`src/rtl/down_timer.sv`:
```
// Loadable down-counter with a two-state control FSM: counts a loaded value to
// zero, pulses Done for one cycle, then stops or reloads from the captured value.
module down_timer #(
  parameter int unsigned WIDTH = 3
) (
  input  logic             Clock,
  input  logic             Resetn,
  input  logic             Load,
  input  logic [WIDTH-1:0] D,
  input  logic             Enable,
  input  logic             Reload,
  output logic [WIDTH-1:0] Q,
  output logic             Busy,
  output logic             Done
);

  typedef enum logic [0:0] {
    IDLE = 1'b0,
    RUN  = 1'b1
  } state_e;

  state_e           state_q, state_d;
  logic [WIDTH-1:0] q_q, q_d;
  logic [WIDTH-1:0] r_q, r_d;
  logic             busy_q, busy_d;
  logic             done_q, done_d;

  logic             terminal_c;

  // The 1->0 step is the terminal edge, so Q never wraps below zero.
  assign terminal_c = (q_q == WIDTH'(1));

  always_ff @(posedge Clock or negedge Resetn) begin
    if (!Resetn) begin
      state_q <= IDLE;
      q_q     <= '0;
      r_q     <= '0;
      busy_q  <= 1'b0;
      done_q  <= 1'b0;
    end else begin
      state_q <= state_d;
      q_q     <= q_d;
      r_q     <= r_d;
      busy_q  <= busy_d;
      done_q  <= done_d;
    end
  end

  // Next-state: Load beats counting; Done only ever comes from a terminal edge.
  always_comb begin
    state_d = state_q;
    q_d     = q_q;
    r_d     = r_q;
    done_d  = 1'b0;

    if (Load) begin
      q_d     = D;
      r_d     = D;
      state_d = (D != '0) ? RUN : IDLE;
    end else begin
      unique case (state_q)
        IDLE: begin
          q_d = q_q;
        end
        RUN: begin
          if (Enable) begin
            if (terminal_c) begin
              done_d = 1'b1;
              if (Reload) begin
                q_d = r_q;
              end else begin
                q_d     = '0;
                state_d = IDLE;
              end
            end else begin
              q_d = q_q - WIDTH'(1);
            end
          end
        end
        default: begin
          state_d = IDLE;
        end
      endcase
    end

    busy_d = (state_d == RUN);
  end

  assign Q    = q_q;
  assign Busy = busy_q;
  assign Done = done_q;

endmodule

```
`config.mk`:
```
export PLATFORM = sky130hd
export DESIGN_NAME = down_timer
export DESIGN_NICKNAME = d
export VERILOG_FILES = /design/src/rtl/down_timer.sv
export SDC_FILE = /design/constraint.sdc
export NUM_CORES = 1
export LEC_CHECK = 0
export BUFFER_PORTS_ARGS = -buffer_cell sky130_fd_sc_hd__buf_2
export CAP_MARGIN = 15
export CORE_AREA = 2 2 39 41
export CTS_CLUSTER_DIAMETER = 40
export DETAILED_ROUTE_END_ITERATION = 10
export DIE_AREA = 0 0 41 43
export HOLD_SLACK_MARGIN = 0.15
export PLACE_DENSITY = 0.66
export SLEW_MARGIN = 40
export SYNTH_ARGS = -nofsm -noshare
export SYNTH_HDL_FRONTEND = slang
export SYNTH_SLANG_ARGS = --single-unit
```
`constraint.sdc`:
```
create_clock -name Clock -period 2.45 [get_ports Clock]
set_clock_uncertainty 0.1 [all_clocks]
set_input_delay 0.49 -clock Clock [delete_from_list [all_inputs] [get_ports Clock]]
set_output_delay 0.49 -clock Clock [all_outputs]
set_load 0.02 [all_outputs]
```
==> out/summary.md <==
The run finished with clean final reports. The level count of the clock H-tree was 1. Clock buffer count from CTS: 3. The logs give 0.688 for the routability-driven placement congestion ratio and 45.9% for the sequential group share of total power.

Across the VDD grid, the largest voltage drop is 0.194 mV. A synthesized cell averages 10.2 µm². The time the final worst path needs with I/O delays and setup is 1.48 ns, and the global-route wire length before repair is 1.48 mm. The final count of hold timing violations was 0.

The number of cell rows was 14. Setup total negative slack on the finished layout was measured at 0 ns. For the via count of the routed design, the log shows 357. The count of boundary I/O pins came out at 13. Data on the critical path is required at its endpoint by 1.86 ns.

The worst setup path is captured at a primary output. Half-perimeter wire length after placement: 682 µm. The final core area utilization was 39.2%. In the detailed route, the total length drawn on met3 is 54 µm. The repair_antennas step left the layout with diodes totalling 0. The clock slew seen by the registers of the worst setup and hold paths is 0.05 ns, and the post-CTS repair timing setup buffer count is 0.

For the worst-case setup slack after placement, the log shows 1.02 ns. The final layout contains routed wiring with a total length of 885 µm. In this run the deepest clock path goes through 2 buffers.

Setup slack closes at 0.973 ns. The worst path uses 60.3% of the clock period. In this run the power density over the cells is 666 nW/µm². In this run, post-CTS repair resized a total of 0 instances.

Stage delay of the slowest cell on the critical path: 0.44 ns. The start point of the worst min-delay path was D[0]. The number of antenna violations at the first check in global routing is 0, and the sum of routed wire segments on met1 is 446 µm.

Switching part of the total power: 31.0%. The internal power of the cells totals 0.249 mW. The critical path starts at Q[2].

The number of buffers added on ports was 12; the sequential-to-total area share from yosys stat was 45.5%. The analysis attributes to cell leakage a power of 0.252 nW. Data arrives at the worst endpoint at 0.89 ns.

In the layout the commonest cells are sky130_fd_sc_hd__buf_2 (12), sky130_fd_sc_hd__dfrtp_1 (8), sky130_fd_sc_hd__inv_1 (4), sky130_fd_sc_hd__nand2_1 (4). The number of nets with antenna violations after detailed routing is 0, and the die area is 1760 µm². Dividing the detail-routed via count by the number of cells gives 4.82. The total congestion overflow came out at 0. The cell family contributing the most delay on the critical path is flip-flops. The routed design uses 370 µm of met2 wire. The floorplan step set the die height to 43 µm.

Summed over all nets, the switching power comes to 0.112 mW. Global routing used 12.7% of the available tracks. The critical path goes through buf_2. Clock root buffer: sky130_fd_sc_hd__clkbuf_4.

The die width works out to 41 µm. Timing would allow up to 677 MHz. The synthesized flop and latch total is 8. TritonCTS built the clock tree.

Setup violations remaining at the end of the flow were counted as 0. In the routed design, unresolved DRC markers number 0. The synthesized netlist occupies a cell area of 440 µm². The final-report max-slew violation count was 0.

The clock share of power was 26.7%; the number of distinct standard cells referenced by the synthesized netlist was 22. Layout filler cell count: 141. The classification of the worst setup path was reg -> out. For this run, the number of Yosys warnings is 0. The tools report the core area as 1380 µm².

Among all stages on the critical path, the largest delay is contributed by sky130_fd_sc_hd__dfrtp_1. For the post-cts hold buffer count, the log shows 1. Class of the most critical hold timing path: in -> reg. For the pin with the worst max-slew slack, the measured transition is 0.212 ns.

Counting every instance in the synthesized netlist gives 43. Across the run, the number of max-cap violations was 0. The most common cell after layout, fill and taps aside was sky130_fd_sc_hd__buf_2. The largest net degree at the start of global routing is 16, and the number of detailed-routing iterations run before antenna repair is 4. From synthesis to final layout, the design area changed by 23.0%. Clock latency on the worst-skew pair, taken at its later pin, is 0.25 ns.

Along the worst path, the maximum fanout reaches 7. The initial utilization of the core area, before any placement, comes to 31.8%. In this run the top signal layer used is met4.

The number of global-route vias before repair is 343. Cells with a size suffix above 1 make up 34.5% of the layout. The worst register-to-register path begins at Q[0]. The startpoint class of the critical path is a flop. The buffering stage count on the worst path with inverters included works out to 1. The starting DRC count in detailed routing is 10, and the number of nets in the layout is 70. Combinational logic is responsible for 27.4% of the overall power. Final hold analysis gives a worst-case slack of 0.398 ns. The run gives 53 as the post-synthesis net count.

The relative max-transition margin is 85.8%, and the routed wirelength normalized by instance count is 12.0 µm. The clock net in this run drives a total of 8 sinks. Setup repair after global routing left no endpoint under its margin.
-- path summary, 6_finish.rpt --
path / endpoint / slack (ns) / depth (start not counted)
max: Q[2] / 0.97 / 1
min: r_q[0] / 0.40 / 3
max reg2reg: Q[1] / 1.00 / 4
min reg2reg: r_q[2] / 0.43 / 1
max in group asynchronous: r_q[2] / 1.57 / 2
min in group asynchronous: Q[0] / 0.51 / 2
-- through the flow --
| stage | area [µm²] | power, mW | cells |
|---|---|---|---|
| 4_1_cts | 542 | 0.368 | 74 |
| 2_1_floorplan | 440 | 0.231 | 43 |
| 3_3_place_gp | 509 | 0.263 | 70 |
| 5_1_grt | 542 | 0.387 | 74 |
| 3_5_place_dp | 509 | 0.266 | 70 |
| 6_report | 542 | 0.361 | 74 |
-- sequential cells by signal, indices dropped and copies added, names as in the netlist --
name and flops:
Q 3, r_q 3, Busy 1, Done 1
-- metal layers --
layer	up-vias	GRT usage, %
li1	185	-
met1	156	17.8
met2	14	15.6
met3	2	3.14
met4	0	10.0
met5	-	0
-- power by group through the flow --
stage / registers, mW / logic (mW) / clock network, mW
detailed placement: 0.168 / 0.0977 / 0
global placement: 0.167 / 0.0959 / 0
global route: 0.169 / 0.111 / 0.108
CTS: 0.166 / 0.0995 / 0.102
floorplan: 0.180 / 0.0510 / 0
finish: 0.166 / 0.0988 / 0.0964
-- final cells by class --
class	instances	area, µm²	share of cell area [%]
multi-input cells	30	214	39.5
inverters	4	15.0	2.77
well taps	16	20.0	3.70
clock buffers	3	22.5	4.16
repair buffers	13	70.1	12.9
flip-flops and latches	8	200	37.0
-- cells by family after synthesis --
logic type / Yosys count / synth area share [%]
adder cells (fa/ha/maj): 2 / 5.68
AND/OR/NAND/NOR: 16 / 23.9
buffers and inverters: 5 / 5.96
multiplexers: 1 / 2.56
flip-flops: 8 / 45.5
AO/OA/AOI/OAI: 11 / 16.5
-- Yosys cell counts --
library cell	number	share of area, %
sky130_fd_sc_hd__a21o_2	1	2.0
sky130_fd_sc_hd__a21oi_1	2	2.3
sky130_fd_sc_hd__a31oi_1	3	4.3
sky130_fd_sc_hd__and4b_2	1	2.6
sky130_fd_sc_hd__and4bb_2	1	2.8
sky130_fd_sc_hd__buf_6	1	2.6
sky130_fd_sc_hd__dfrtp_1	8	45
sky130_fd_sc_hd__ha_1	2	5.7
sky130_fd_sc_hd__inv_1	4	3.4
sky130_fd_sc_hd__mux2_2	1	2.6
sky130_fd_sc_hd__nand2_1	4	3.4
sky130_fd_sc_hd__nand4b_1	1	2.0
sky130_fd_sc_hd__nand4bb_1	1	2.6
sky130_fd_sc_hd__nor2_1	3	2.6
sky130_fd_sc_hd__nor2b_1	1	1.4
sky130_fd_sc_hd__nor2b_2	1	2.0
sky130_fd_sc_hd__nor3_1	1	1.1
sky130_fd_sc_hd__nor3b_1	1	1.7
sky130_fd_sc_hd__o21ai_0	2	2.3
sky130_fd_sc_hd__o31a_1	2	4.0
sky130_fd_sc_hd__o31ai_1	1	1.7
sky130_fd_sc_hd__or2b_1	1	1.7
Power figures use the tool's default switching activity.
